<file path="src/rtl/vga_timing_gen_pkg.sv">
`default_nettype none
// ============================================================================
// Module      : vga_timing_gen_pkg
// Description : Shared raster timing definition for the 640x480@60 VGA path.
//               Holds the default H/V porch and sync widths, the derived
//               totals and sync window bounds, and the overlay transparency
//               code. The timing source and every overlay generator import
//               this, so they all work from one timing definition.
// Contents    : c_coord_w, coord_t          - raster coordinate width/type
//               c_h_* / c_v_*               - default horizontal/vertical timing
//               c_hs_* / c_vs_*             - sync window bounds (end exclusive)
//               c_color_transparent         - "no pixel" code for overlays
//               sync_level()                - map "inside sync window" to pin level
// Revision    : 1.0 - initial release
// ============================================================================
package vga_timing_gen_pkg;

    localparam int c_coord_w = 10;
    typedef logic [c_coord_w-1:0] coord_t;

    // Horizontal timing, in pixels
    localparam int c_h_active = 640;
    localparam int c_h_fp     = 16;
    localparam int c_h_sync   = 96;
    localparam int c_h_bp     = 48;
    localparam int c_h_total  = c_h_active + c_h_fp + c_h_sync + c_h_bp;

    // Vertical timing, in lines
    localparam int c_v_active = 480;
    localparam int c_v_fp     = 10;
    localparam int c_v_sync   = 2;
    localparam int c_v_bp     = 33;
    localparam int c_v_total  = c_v_active + c_v_fp + c_v_sync + c_v_bp;

    // Sync windows: first asserted count, and first count past the pulse
    localparam int c_hs_start = c_h_active + c_h_fp;
    localparam int c_hs_end   = c_hs_start + c_h_sync;
    localparam int c_vs_start = c_v_active + c_v_fp;
    localparam int c_vs_end   = c_vs_start + c_v_sync;

    // Colour code an overlay drives when it has nothing to draw
    localparam logic [7:0] c_color_transparent = 8'hE3;

    // Pin level for a sync output: the asserted polarity inside the window,
    // its complement outside.
    function automatic logic sync_level(input logic in_window, input logic pol);
        return in_window ? pol : ~pol;
    endfunction

endpackage
`default_nettype wire

</file>
<file path="src/rtl/vga_timing_gen_wrap_counter.sv">
`default_nettype none
// ============================================================================
// Module      : wrap_counter
// Description : Enabled up-counter that runs 0..MAX and wraps back to 0.
//               Used for both raster axes of vga_timing_gen.
// Ports       : clk   in   clock
//               rst_n in   synchronous reset, active-low (count -> 0)
//               en    in   advance enable
//               cnt   out  current count (registered)
//               wrap  out  high when en is high and cnt == MAX, i.e. on the
//                          cycle whose clock edge returns the count to 0
// Revision    : 1.0 - initial release
// ============================================================================
module wrap_counter #(
    parameter int MAX   = 799,
    parameter int WIDTH = 10
) (
    input  logic             clk,
    input  logic             rst_n,
    input  logic             en,
    output logic [WIDTH-1:0] cnt,
    output logic             wrap
);

    localparam logic [WIDTH-1:0] c_max = WIDTH'(MAX);

    logic [WIDTH-1:0] r_cnt;
    logic             w_at_max;

    assign w_at_max = (r_cnt == c_max);
    assign wrap     = en && w_at_max;
    assign cnt      = r_cnt;

    always_ff @(posedge clk) begin
        if (!rst_n) begin
            r_cnt <= '0;
        end else if (en) begin
            r_cnt <= w_at_max ? '0 : r_cnt + 1'b1;
        end
    end

endmodule
`default_nettype wire

</file>
<file path="src/rtl/vga_timing_gen.sv">
`default_nettype none
// ============================================================================
// Module      : vga_timing_gen
// Description : Free-running raster timing source for the VGA path. Counts
//               x/y under pixel-enable, produces registered hsync/vsync that
//               change on the same edge as x/y, and combinational active,
//               frame_start and line_end qualified by the current x/y.
// Ports       : clk         in   1   system/pixel clock
//               rst_n       in   1   synchronous reset, active-low
//               pix_en      in   1   pixel tick; counters advance when high
//               x           out  10  horizontal count 0..H_TOTAL-1
//               y           out  10  vertical count 0..V_TOTAL-1
//               active      out  1   x < H_ACTIVE && y < V_ACTIVE
//               hsync       out  1   horizontal sync, SYNC_POL when asserted
//               vsync       out  1   vertical sync, SYNC_POL when asserted
//               frame_start out  1   pix_en && x == 0 && y == 0
//               line_end    out  1   pix_en && x == H_TOTAL-1
//               frame_cnt   out  8   frames completed, wraps 255 -> 0
// Config      : VGA_FRAME_COUNTER_EN - when defined, adds frame_cnt and its
//               register; otherwise the port is absent.
// Revision    : 1.0 - initial release
// ============================================================================
module vga_timing_gen
    import vga_timing_gen_pkg::*;
#(
    parameter int   H_ACTIVE = c_h_active,
    parameter int   H_FP     = c_h_fp,
    parameter int   H_SYNC   = c_h_sync,
    parameter int   H_BP     = c_h_bp,
    parameter int   V_ACTIVE = c_v_active,
    parameter int   V_FP     = c_v_fp,
    parameter int   V_SYNC   = c_v_sync,
    parameter int   V_BP     = c_v_bp,
    parameter logic SYNC_POL = 1'b0
) (
    input  logic         clk,
    input  logic         rst_n,
    input  logic         pix_en,
    output coord_t       x,
    output coord_t       y,
    output logic         active,
    output logic         hsync,
    output logic         vsync,
    output logic         frame_start,
    output logic         line_end
`ifdef VGA_FRAME_COUNTER_EN
    ,
    output logic [7:0]   frame_cnt
`endif
);

    localparam int     c_x_total     = H_ACTIVE + H_FP + H_SYNC + H_BP;
    localparam int     c_y_total     = V_ACTIVE + V_FP + V_SYNC + V_BP;
    localparam coord_t c_x_act_end   = coord_t'(H_ACTIVE);
    localparam coord_t c_y_act_end   = coord_t'(V_ACTIVE);
    localparam coord_t c_x_sync_beg  = coord_t'(H_ACTIVE + H_FP);
    localparam coord_t c_x_sync_end  = coord_t'(H_ACTIVE + H_FP + H_SYNC);
    localparam coord_t c_y_sync_beg  = coord_t'(V_ACTIVE + V_FP);
    localparam coord_t c_y_sync_end  = coord_t'(V_ACTIVE + V_FP + V_SYNC);

    logic   w_h_wrap;
    logic   w_v_wrap;
    logic   w_v_en;
    coord_t w_x_next;
    coord_t w_y_next;
    logic   w_hs_win;
    logic   w_vs_win;
    logic   r_hsync;
    logic   r_vsync;

    // ------------------------------------------------------------------------
    // Raster counters: the vertical counter steps once per horizontal wrap,
    // so its own wrap marks the (H_TOTAL-1, V_TOTAL-1) -> (0,0) edge.
    // ------------------------------------------------------------------------
    wrap_counter #(
        .MAX   (c_x_total - 1),
        .WIDTH (c_coord_w)
    ) u_h_cnt (
        .clk   (clk),
        .rst_n (rst_n),
        .en    (pix_en),
        .cnt   (x),
        .wrap  (w_h_wrap)
    );

    assign w_v_en = pix_en && w_h_wrap;

    wrap_counter #(
        .MAX   (c_y_total - 1),
        .WIDTH (c_coord_w)
    ) u_v_cnt (
        .clk   (clk),
        .rst_n (rst_n),
        .en    (w_v_en),
        .cnt   (y),
        .wrap  (w_v_wrap)
    );

    // ------------------------------------------------------------------------
    // Sync decode. The registers look at the value each counter is about to
    // take, so the sync pins move on exactly the edge that x/y move and line
    // up with the same-cycle x/y seen by the overlay mux.
    // ------------------------------------------------------------------------
    assign w_x_next = w_h_wrap ? '0 : x + 1'b1;
    assign w_y_next = w_v_wrap ? '0 : y + 1'b1;

    assign w_hs_win = (w_x_next >= c_x_sync_beg) && (w_x_next < c_x_sync_end);
    assign w_vs_win = (w_y_next >= c_y_sync_beg) && (w_y_next < c_y_sync_end);

    always_ff @(posedge clk) begin
        if (!rst_n) begin
            r_hsync <= ~SYNC_POL;
            r_vsync <= ~SYNC_POL;
        end else begin
            if (pix_en) begin
                r_hsync <= sync_level(w_hs_win, SYNC_POL);
            end
            // y only changes at a line wrap, so vsync is updated only there
            if (w_v_en) begin
                r_vsync <= sync_level(w_vs_win, SYNC_POL);
            end
        end
    end

    assign hsync = r_hsync;
    assign vsync = r_vsync;

    // ------------------------------------------------------------------------
    // Markers: combinational from the registered counters, gated by rst_n so
    // nothing downstream sees a displayable pixel or a pulse during reset.
    // ------------------------------------------------------------------------
    assign active      = rst_n && (x < c_x_act_end) && (y < c_y_act_end);
    assign frame_start = rst_n && pix_en && (x == '0) && (y == '0);
    assign line_end    = rst_n && w_h_wrap;

`ifdef VGA_FRAME_COUNTER_EN
    logic [7:0] r_frame_cnt;

    always_ff @(posedge clk) begin
        if (!rst_n) begin
            r_frame_cnt <= '0;
        end else if (w_v_wrap) begin
            r_frame_cnt <= r_frame_cnt + 1'b1;
        end
    end

    assign frame_cnt = r_frame_cnt;
`endif

endmodule
`default_nettype wire

</file>
<file path="config.mk">
export PLATFORM = sky130hd
export DESIGN_NAME = vga_timing_gen
export DESIGN_NICKNAME = d
export VERILOG_FILES = /design/src/rtl/vga_timing_gen_pkg.sv /design/src/rtl/vga_timing_gen_wrap_counter.sv /design/src/rtl/vga_timing_gen.sv
export SDC_FILE = /design/constraint.sdc
export NUM_CORES = 1
export LEC_CHECK = 0
export BUFFER_PORTS_ARGS = -buffer_cell sky130_fd_sc_hd__clkbuf_2
export CAP_MARGIN = 20
export CORE_MARGIN = 4
export CORE_UTILIZATION = 50
export DETAILED_ROUTE_END_ITERATION = 8
export MAX_ROUTING_LAYER = met4
export PLACE_DENSITY = 0.73
export SYNTH_ARGS = -nofsm -noshare
export SYNTH_HDL_FRONTEND = slang
export SYNTH_SLANG_ARGS = --single-unit
</file>
<file path="constraint.sdc">
create_clock -name clk -period 4.4 [get_ports clk]
set_input_delay 0.88 -clock clk [delete_from_list [all_inputs] [get_ports clk]]
set_output_delay 0.88 -clock clk [all_outputs]
set_load 0.02 [all_outputs]
</file>
Yosys cells after proc, flatten, opt, wreduce, memory -nomap -nowiden --
Index checks and enable logic that the tools add are counted.
Word-level totals: register bits 22, input bits 3, output and inout port bits 25, logic and storage cells 33
Operators by class: $add $sub $neg 2, $lt $le $gt $ge 6, equal/unequal tests 2, mux-type cells 6, reductions and logical operators 13
Operators by type and width (number):
- $mux 10 | 4
- $add 10x1->10 const B | 2
- $eq 10x10->1 const B | 2
- $logic_not 10->1 | 2
- $lt 10x10->1 const B | 2
- $lt 10x9->1 const B | 2
- $logic_and 1x1->1 | 11
- $ge 10x10->1 const B | 1
- $ge 10x9->1 const B | 1
- $mux 1 | 2

Depth between registers and ports, before layout --
Gate-level depths: netlist of the first run.
depth after elaboration 8, depth in mapped cells 8, mapped depth without buffers 7

Modules after synthesis --
A second synthesis of the first run with hierarchy kept.
Unflattened totals: cells, all modules 163, area total of the unflattened synthesis 1407.6 sq um
By module, submodules not included:
- wrap_counter (u_v_cnt) | times used 1, cells each 53, area an instance 498.0 sq um, sequential area each 200.2 sq um
- wrap_counter (u_h_cnt) | times used 1, cells each 54, area an instance 496.7 sq um, sequential area each 200.2 sq um
- vga_timing_gen | times used 1, cells each 56, area an instance 412.9 sq um, sequential area each 40.0 sq um

Worst setup path before layout of the first run --
Ideal clock, no wire load.
path kind reg2out, from register u_h_cnt.r_cnt[5] (netlist: u_h_cnt.cnt[5]), to output frame_start, data arrival time 2.090 ns, data required time 3.520 ns, slack 1.430 ns, cell stages (with the launch flop) 5, path buffers 1, cells stage by stage dfxtp_1 > clkbuf_1 > or3_1 > or4b_1 > nor4_1
Between the ends: word-level cells in the longest chain between the ends 3
Ends and longest elaborated chain:
- start: declaration | RTL line vga_timing_gen_wrap_counter.sv:27 | logic [WIDTH-1:0] r_cnt;
- start signal: assignment | RTL line vga_timing_gen_wrap_counter.sv:38 | r_cnt <= w_at_max ? '0 : r_cnt + 1'b1;
- $logic_not 10->1 | RTL line vga_timing_gen.sv:133 | assign frame_start = rst_n && pix_en && (x == '0) && (y == '0);
- $logic_and 1x1->1 (2 in a row) | RTL line vga_timing_gen.sv:133
- end: declaration | RTL line vga_timing_gen.sv:44 | output logic frame_start,
No other way between the ends.

Final worst setup path of the first run --
Ends and elaborated chain as after synthesis.

==> flow_summary.yaml, run 1 <==
route:
  wire_per_inst_um: 15.5
  drtIter0Drc: 75
  ant_nets: 0
  drc: 0
  num_vias: 1430
  viasPerCell: 6.09
  dr.pass1.iters: 4
  drt_wl_total_mm: 3.65
run_status:
  status: "finished clean"
logic_synthesis:
  synthDistinctLibCells: 43
  synthesis.nets: 189
  ys_top_cells_by_area: "dfxtp_1 31%, xnor2_1 5.5%, nor2_1 4.8%, nand2_1 3.7%, nor3b_1 3.7%"
  synth_top_area_share_pct: 31.0
  synthArstFlopShare_pct: 0
  synth_seq_area_share_pct: 31.0
  synth-edff-count: 0
  yosys_warnings: 0
  yosysTopAreaCell: "dfxtp_1"
  avgSynthCellArea_um2: 7.81
  netlist_area_mm2: 0.00142
  synth_ff_type: "dfxtp_1"
  ys_ff_latch: 22
  synth_cells: 182
finish:
  fillers: 270
  syn2layout_area_growth_pct: 11.8
  nNetsFinal: 212
  diodes: 0
  finalInstanceArea_mm2: 0.00159
  drive_gt1_share_pct: 17.2
  final_util_pct: 58.1
clocking:
  cts_sinks: 22
  hold_buffers: 0
  h-tree-depth: 1
  clockBufferDepth: 2
  cts.clk_slew.worst_paths_ps: 130
  cts_tree: "yes"
  clock-root-buffer: "clkbuf_4"
  cts_setup_buffers: 0
  postCtsResizedCells: 0
  clk_latency_ps: 310
  cts_buffers: 3
setup_path:
  cp_data_required_time_ps: 3520
  crit_type: "flop to output pin"
  cp_max_fo: 12
  endpoint_kind: "output pin"
  cp_data_arrival_time_ps: 2110
  crit_path_start_kind: "flop"
global_routing:
  grt_remaining_overflow: 0
  antenna_found_initial: 0
  grt_pass1_vias: 1318
  grt_pass1_wl_mm: 6.19
  grt_max_degree: 14
  grtUsageTotal_pct: 22.2
timing:
  drv_slew: 0
  max_freq_mhz: 334
  period_share_pct: 68.0
  skew_ps: 4.13
  worst_pin_slew_ps: 406
  relSlewSlack_pct: 72.9
  fin_crit_ps: 2990
  layout_setup_ws_ps: 1410
  rsz0062_at_grt: "no"
  setup-tns-final_ps: 0
  hold_viol_final: 0
  finalSetupViolCount: 0
floorplanning:
  die_height_um: 61.3
  die-area_mm2: 0.00376
  rows: 19
  core_area_mm2: 0.00273
  initial_core_util_pct: 52.0
  ioPinCount: 28
  die_x_um: 61.3
flow_run:
  drv_cap: 0
power:
  p_switching_uw: 84.4
  power.share.clock_pct: 33.1
  p_comb_share_pct: 7.7
  power_leakage_nw: 0.669
  p_total_uw: 346
  power.density_mw_per_mm2: 218
  intPower_uw: 261
  irDropWorstVdd_mv: 0.196
  seqPwrFrac_pct: 59.1
  swShare_pct: 24.4
placement:
  portBuffers: 27
  dpl_cell_area_mm2: 0.00155
  dp_hpwl_mm: 2.76
  preCtsSetupSlack_ps: 1540
  globalplace.congestion: 0.910
worst_hold_path:
  hold_path_class: "flop to flop"
## cells in the final DEF, fill, tap and decap left out, types with 2 or more instances in the layout
cell,netlist,layout
clkbuf_2,0,27
dfxtp_1,22,22
nor2_1,18,18
nand2_1,14,14
o21ai_0,9,9
xnor2_1,9,9
nand3_1,8,8
a21oi_1,8,8
inv_1,7,7
and3_1,7,7
nor3b_1,7,7
a21o_1,6,6
nand4_1,5,5
nor3_1,5,5
xor2_1,5,5
and2_1,4,4
nor4_1,4,4
ha_1,4,4
o21ai_1,3,3
a31oi_1,3,3
clkbuf_4,0,3
o31ai_1,2,2
o21bai_1,2,2
o22ai_1,2,2
a311oi_1,2,2
## cells in the mapped netlist, types with 2 or more instances
| cell | instances |
|---|---|
| nand3_1 | 8 |
| o21ai_0 | 9 |
| nand2_1 | 14 |
| dfxtp_1 | 22 |
| a21oi_1 | 8 |
| nor2_1 | 18 |
| and2_1 | 4 |
| o31ai_1 | 2 |
| nor3b_1 | 7 |
| and3_1 | 7 |
| a31oi_1 | 3 |
| a311oi_1 | 2 |
| xnor2_1 | 9 |
| o21bai_1 | 2 |
| clkbuf_1 | 7 |
| o21ai_1 | 3 |
| xor2_1 | 5 |
| a21o_1 | 6 |
| o22ai_1 | 2 |
| inv_1 | 7 |
| nor3_1 | 5 |
| ha_1 | 4 |
| nand4_1 | 5 |
| nor4_1 | 4 |
## per-stage QoR
step | hold slack, ps | std cells
after global placement | 480 | 231
after CTS | 508 | 235
after detailed placement | 489 | 231
after floorplan | 555 | 182
final | 507 | 235
after global routing | 552 | 235
## logic make-up (layout without fill, tap and decap cells)
family,Yosys count,count (layout),share of synthesized area [%]
flops,22,22,31.0
compound gates,43,43,19.3
fa+ha+maj,4,4,3.52
xor+xnor,14,14,8.63
buf+inv,17,39,5.11
simple gates,82,82,32.5
## layer usage
layer	wire [um]	GRT usage (%)	up-vias
met5	0	-	-
met4	56	7.43	0
met3	149	2.31	6
met2	1810	37.8	45
met1	1640	27.1	673
li1	-	-	706
## power groups by stage
stage | clock network (mW) | logic (mW) | registers, mW
finish | 0.115 | 0.0268 | 0.204
floorplan | 0 | 0.0161 | 0.211
global placement | 0 | 0.0268 | 0.209
global route | 0.131 | 0.0296 | 0.205
detailed placement | 0 | 0.0270 | 0.209
CTS | 0.118 | 0.0272 | 0.204
## registers in the layout (all words and copies together), names as in the netlist
register and cells:
u_v_cnt.cnt 10, u_h_cnt.cnt 10, vsync 1, hsync 1
## final timing paths
kind	startpoint	end	slack [ps]	cells after the start
max	u_h_cnt.cnt[5]$_SDFFE_PN0P_	frame_start	1410	4
min	hsync$_SDFFE_PN1P_	hsync$_SDFFE_PN1P_	510	2
max reg2reg	u_h_cnt.cnt[0]$_SDFFE_PN0P_	u_v_cnt.cnt[5]$_SDFFE_PN0N_	2240	6
min reg2reg	hsync$_SDFFE_PN1P_	hsync$_SDFFE_PN1P_	510	2
## layout make-up
class	instances	area [um2]	share of cell area [%]
Multi-Input combinational cell	143	908	57.2
Sequential cell	22	440	27.7
Timing Repair Buffer	27	135	8.50
Tap cell	31	38.8	2.44
Clock buffer	4	36.3	2.28
Inverter	8	30.0	1.89
## worst max-delay path, cell delays in order, from the launching register on
cell	delay [ps]
dfxtp_1	450
or3_1	430
or4b_1	500
nor4_1	190
clkbuf_2	220
No activity file was read; power rests on OpenSTA's default activity.
==> inputs of run 2 (changes only) <==
--- a/config.mk
+++ b/config.mk
@@ -5,6 +5,7 @@
 export SDC_FILE = /design/constraint.sdc
 export NUM_CORES = 1
 export LEC_CHECK = 0
+export ABC_AREA = 1
 export BUFFER_PORTS_ARGS = -buffer_cell sky130_fd_sc_hd__clkbuf_2
 export CAP_MARGIN = 20
 export CORE_MARGIN = 4
==> constraint.sdc (replaced) <==
create_clock -name clk -period 2.9 [get_ports clk]
set_input_delay 0.58 -clock clk [delete_from_list [all_inputs] [get_ports clk]]
set_output_delay 0.58 -clock clk [all_outputs]
set_load 0.02 [all_outputs]
==> run 2 against run 1 <==
Against the previous run: synthesized area rose by 2.6%; hold slack worse by 21 ps; register-to-register slack got worse by 1100 ps; clock skew is 1.5 ps higher; largest power group unchanged.
==> flow_summary.yaml, run 2 <==
run_status:
  status: "finished clean"
setup_path:
  regToRegSetupSlack_ps: 1140
  crit_path_cell_trace: "ha_1 > nand2_4 > nor2_8 > nand3_4 > nor2_2 > clkbuf_2"
  cp_data_required_time_ps: 2320
  cp-endpoint: "line_end"
  cp_data_arrival_time_ps: 1780
  cp_slowest_cell: "dfxtp_1"
  crit_path_start_kind: "flop"
  reg2reg_from: "u_h_cnt.cnt[0]$_SDFFE_PN0P_"
  cpPeakStageDelay_ps: 500
  crit_type: "flop to output pin"
  endpoint_kind: "output pin"
  rr_worst_depth: 6
  rr_endpoint: "u_v_cnt.cnt[2]$_SDFFE_PN0N_"
  cp-startpoint: "u_h_cnt.cnt[0]$_SDFFE_PN0P_"
  cp_max_fo: 9
timing:
  period_share_pct: 81.4
  drv_slew: 0
  setup-tns-final_ps: 0
  hold_ws_ps: 486
  skew_ps: 5.60
  fin_crit_ps: 2360
  finalSetupViolCount: 0
  hold_viol_final: 0
  worst_pin_slew_ps: 484
  max_freq_mhz: 424
  relSlewSlack_pct: 67.7
  rsz0062_at_grt: "no"
logic_synthesis:
  avgSynthCellArea_um2: 6.60
  synth_top_area_share_pct: 30.2
  yosysTopAreaCell: "dfxtp_1"
  synth_cells: 221
  synthArstFlopShare_pct: 0
  synthesis.nets: 228
  post-synth-top-count-cell: "nand2_1"
  netlist_area_mm2: 0.00146
  ys_ff_latch: 22
  synth-edff-count: 0
  ys_top_cells_by_area: "dfxtp_1 30%, nand2_1 17%, inv_1 6.4%, nor2_1 6.4%, nand3_1 5.8%"
  yosys_warnings: 0
  synth_ff_type: "dfxtp_1"
  synthDistinctLibCells: 32
  synth_commonest_cells: "68 x nand2_1, 25 x inv_1, 25 x nor2_1, 22 x dfxtp_1, 17 x nand3_1"
  synth_seq_area_share_pct: 30.2
route:
  drt_wl_total_mm: 3.51
  viasPerCell: 5.31
  drc: 0
  dr.pass1.iters: 4
  drtIter0Drc: 86
  num_vias: 1472
  wire_per_inst_um: 12.7
  ant_nets: 0
floorplanning:
  rows: 19
  ioPinCount: 28
  initial_core_util_pct: 52.5
  die-area_mm2: 0.00385
  die_x_um: 62.0
  core_area_mm2: 0.00278
  die_height_um: 62.0
clocking:
  cts_setup_buffers: 0
  cts_buffers: 3
  clock-root-buffer: "clkbuf_4"
  postCtsResizedCells: 0
  clk_latency_ps: 310
  clockBufferDepth: 2
  cts_sinks: 22
  h-tree-depth: 1
  cts_tree: "yes"
  hold_buffers: 0
  cts.clk_slew.worst_paths_ps: 120
global_routing:
  grt_pass1_wl_mm: 5.69
  grt_pass1_vias: 1231
  grt_max_degree: 13
  grt_remaining_overflow: 0
  grtUsageTotal_pct: 20.2
  antenna_found_initial: 0
placement:
  dp_cells: 274
  portBuffers: 27
  dp_hpwl_mm: 2.64
  globalplace.congestion: 0.876
flow_run:
  drv_cap: 0
finish:
  diodes: 0
  post_layout_nonfiller_instances: 277
  mostFrequentLayoutCells: "68 x nand2_1, 27 x clkbuf_2, 25 x inv_1, 25 x nor2_1, 22 x dfxtp_1"
  fillers: 283
  syn2layout_area_growth_pct: 10.9
  seq_area_um2: 440
  multi_input_area_um2: 876
  final_common_cell: "nand2_1"
  drive_gt1_share_pct: 18.3
  nNetsFinal: 255
worst_hold_path:
  hold_path_class: "flop to flop"
power:
  power.density_mw_per_mm2: 308
  power_leakage_nw: 0.742
  irDropWorstVdd_mv: 0.241
## run 2: cell types whose count changed after synthesis, sizes merged, moves of 6 or more
cell / change
nand2: +56
and3: -7
a21o: -6
clkbuf: -6
nand3: +11
inv: +21
xnor2: -9
nor3b: -7
nor2: +11
## run 2: worst min-delay path by stage
stage / startpoint / endpoint / slack [ps] / depth (start not counted)
floorplan: vsync$_SDFFE_PN1N_ / vsync$_SDFFE_PN1N_ / 560 / 2
global placement: vsync$_SDFFE_PN1N_ / vsync$_SDFFE_PN1N_ / 470 / 2
detailed placement: hsync$_SDFFE_PN1P_ / hsync$_SDFFE_PN1P_ / 460 / 2
CTS: hsync$_SDFFE_PN1P_ / hsync$_SDFFE_PN1P_ / 490 / 2
global route: hsync$_SDFFE_PN1P_ / hsync$_SDFFE_PN1P_ / 520 / 2
finish: hsync$_SDFFE_PN1P_ / hsync$_SDFFE_PN1P_ / 490 / 2
## run 2: logic make-up after synthesis
| family | Yosys count | synth area share, % |
|---|---|---|
| XOR/XNOR | 5 | 3.00 |
| adder cells (fa/ha/maj) | 4 | 3.43 |
| AO/OA/AOI/OAI | 25 | 10.1 |
| buffers and inverters | 33 | 9.78 |
| flip-flops | 22 | 30.2 |
| AND/OR/NAND/NOR | 132 | 43.5 |
## run 2: critical path: cells and delay by family, from the launching register on
kind | cells | cell delay, ps
adder cells (fa/ha/maj) | 1 | 270
flip-flops | 1 | 500
buffers and inverters | 1 | 190
AND/OR/NAND/NOR | 4 | 520
## run 2: cell type report
class                      count  area share (%)
tap                           31            2.40
sequential                    22            27.2
timing repair buffer          27            8.35
clock buffer                   3            1.39
multi-input combinational    166            54.1
inverter                      28            6.50
## run 2: stage by stage
step	worst slack [ps]	area [um2]	util, %	total power [mW]
3_5_place_dp	714	1600	57.4	0.363
2_1_floorplan	747	1460	-	0.350
6_report	540	1620	58.2	0.499
3_3_place_gp	736	1600	57.4	0.362
5_1_grt	414	1620	58.2	0.528
4_1_cts	537	1620	58.2	0.505
## run 2: report_power, final
| part | switching (mW) | leakage [nW] | total [mW] | internal [mW] |
|---|---|---|---|---|
| clock network | 0.0942 | 0.0138 | 0.143 | 0.0485 |
| logic | 0.0300 | 0.551 | 0.0432 | 0.0132 |
| registers | 0.00689 | 0.178 | 0.313 | 0.306 |
## run 2: per-layer routing
metal	global-route usage, %	vias up	part of all wire, %
met3	3.31	4	6.1
met4	6.06	0	1.1
met2	27.1	45	39
li1	-	773	-
met1	30.4	650	53
met5	-	-	0
==> inputs of run 3 (changes only) <==
==> constraint.sdc (replaced) <==
create_clock -name clk -period 2.4 [get_ports clk]
set_input_delay 0.48 -clock clk [delete_from_list [all_inputs] [get_ports clk]]
set_output_delay 0.48 -clock clk [all_outputs]
set_load 0.02 [all_outputs]
==> run 3 against run 2 <==
Against the previous run: utilization is 1.0 points higher; sequential power up 21%; register-to-register slack got worse by 490 ps; combinational power increased by 30%; critical path type unchanged; largest power group unchanged.
==> flow_summary.yaml, run 3 (same netlist as run 2, synthesis figures left out) <==
clocking:
  cts_buffers: 3
  hold_buffers: 0
  clk_latency_ps: 320
  cts_setup_buffers: 0
  h-tree-depth: 1
  clockBufferDepth: 2
  cts_tree: "yes"
  cts_sinks: 22
  postCtsResizedCells: 0
  cts.clk_slew.worst_paths_ps: 130
  clock-root-buffer: "clkbuf_4"
power:
  seqPwrFrac_pct: 58.1
  p_total_uw: 650
  intPower_uw: 481
  power.share.clock_pct: 33.3
  power.density_mw_per_mm2: 395
  p_comb_share_pct: 8.6
  p_switching_uw: 169
  power_leakage_nw: 0.759
  irDropWorstVdd_mv: 0.411
  swShare_pct: 26.1
route:
  dr.pass1.iters: 4
  viasPerCell: 5.31
  drt_wl_total_mm: 3.56
  num_vias: 1487
  ant_nets: 0
  drc: 0
  wire_per_inst_um: 12.7
  drtIter0Drc: 77
setup_path:
  cpPeakStageDelay_ps: 490
  regToRegSetupSlack_ps: 650
  cp_data_required_time_ps: 1920
  cp_data_arrival_time_ps: 1770
  endpoint_kind: "output pin"
  crit_type: "flop to output pin"
  reg2reg_from: "u_h_cnt.cnt[0]$_SDFFE_PN0P_"
  crit_path_cell_trace: "ha_1 > nand2_4 > nor2_8 > nand3_4 > nor2_2 > clkbuf_2"
  cp_max_fo: 9
  rr_worst_depth: 6
  crit_path_start_kind: "flop"
  rr_endpoint: "u_v_cnt.cnt[2]$_SDFFE_PN0N_"
  cp_slowest_cell: "dfxtp_1"
finish:
  final_common_cell: "nand2_1"
  diodes: 0
  final_util_pct: 59.2
  nNetsFinal: 257
  drive_gt1_share_pct: 19.3
  mostFrequentLayoutCells: "68 x nand2_1, 27 x clkbuf_2, 25 x inv_1, 25 x nor2_1, 22 x dfxtp_1"
  post_layout_nonfiller_instances: 280
  syn2layout_area_growth_pct: 12.9
timing:
  skew_ps: 4.26
  hold_viol_final: 0
  period_share_pct: 93.9
  finalSetupViolCount: 0
  drv_slew: 0
  max_freq_mhz: 444
  worst_pin_slew_ps: 434
  fin_crit_ps: 2250
  relSlewSlack_pct: 71.0
  setup-tns-final_ps: 0
  rsz0062_at_grt: "no"
floorplanning:
  core_area_mm2: 0.00278
  initial_core_util_pct: 52.5
  rows: 19
  die_x_um: 62.0
  die-area_mm2: 0.00385
  die_height_um: 62.0
  ioPinCount: 28
worst_hold_path:
  hold_path_class: "primary input to flop"
  holdPathEnd: "u_h_cnt.cnt[4]$_SDFFE_PN0P_"
  hold_path_depth: 3
  min_from: "rst_n"
global_routing:
  grt_remaining_overflow: 0
  grt_pass1_vias: 1226
  grtUsageTotal_pct: 21.2
  grt_pass1_wl_mm: 5.88
  antenna_found_initial: 0
  grt_max_degree: 13
placement:
  dp_hpwl_mm: 2.65
  dp_cells: 276
  globalplace.congestion: 0.905
  portBuffers: 27
flow_run:
  drv_cap: 0
run_status:
  status: "finished clean"
==> run 3: changes by cell type in the layout (fill, tap and decap cells not counted) <==
cell and change:
buf_4 +2, clkbuf_8 +1
==> run 3: worst max-delay path: cells and delay by family (launching register included) <==
family | cells | cell delay, ps
buffers and inverters | 1 | 180
and+or+nand+nor | 4 | 510
adders and majority gates | 1 | 270
DFF | 1 | 490
==> run 3: worst max-delay path by stage <==
| stage | from | to | slack (ps) | depth (start not counted) |
|---|---|---|---|---|
| after floorplan | rst_n | active | 450 | 3 |
| after global placement | u_h_cnt.cnt[0]$_SDFFE_PN0P_ | line_end | 560 | 6 |
| after detailed placement | u_h_cnt.cnt[0]$_SDFFE_PN0P_ | line_end | 510 | 6 |
| after CTS | u_h_cnt.cnt[0]$_SDFFE_PN0P_ | line_end | 150 | 6 |
| after global routing | u_h_cnt.cnt[0]$_SDFFE_PN0P_ | line_end | 40 | 6 |
| final | u_h_cnt.cnt[0]$_SDFFE_PN0P_ | line_end | 150 | 6 |
==> run 3: layout make-up <==
cell class | count | area (um2)
inverters | 28 | 105
fillers | 272 | 1130
flip-flops and latches | 22 | 440
repair buffers | 29 | 150
multi-input cells | 166 | 876
well taps | 31 | 38.8
clock buffers | 4 | 36.3
==> run 3: routing by layer <==
metal	GRT usage (%)	share of wire [%]	vias to the layer above
met5	-	0	-
met4	6.36	1.3	0
met3	3.31	8.4	5
met2	28.4	42	53
met1	31.9	48	660
li1	-	-	769
==> run 3: power by group through the flow <==
stage | logic [mW] | registers, mW | clock network, mW
after floorplan | 0.0325 | 0.390 | 0
after global placement | 0.0561 | 0.386 | 0
after detailed placement | 0.0563 | 0.386 | 0
after CTS | 0.0565 | 0.378 | 0.220
after global routing | 0.0621 | 0.380 | 0.234
final | 0.0560 | 0.378 | 0.216
==> run 3: through the flow <==
stage	hold slack, ps	worst slack [ps]	cell area [um2]
after global routing	476	42.2	1650
after CTS	438	153	1650
final	452	147	1650
after detailed placement	465	513	1610
after floorplan	561	447	1460
after global placement	453	557	1610
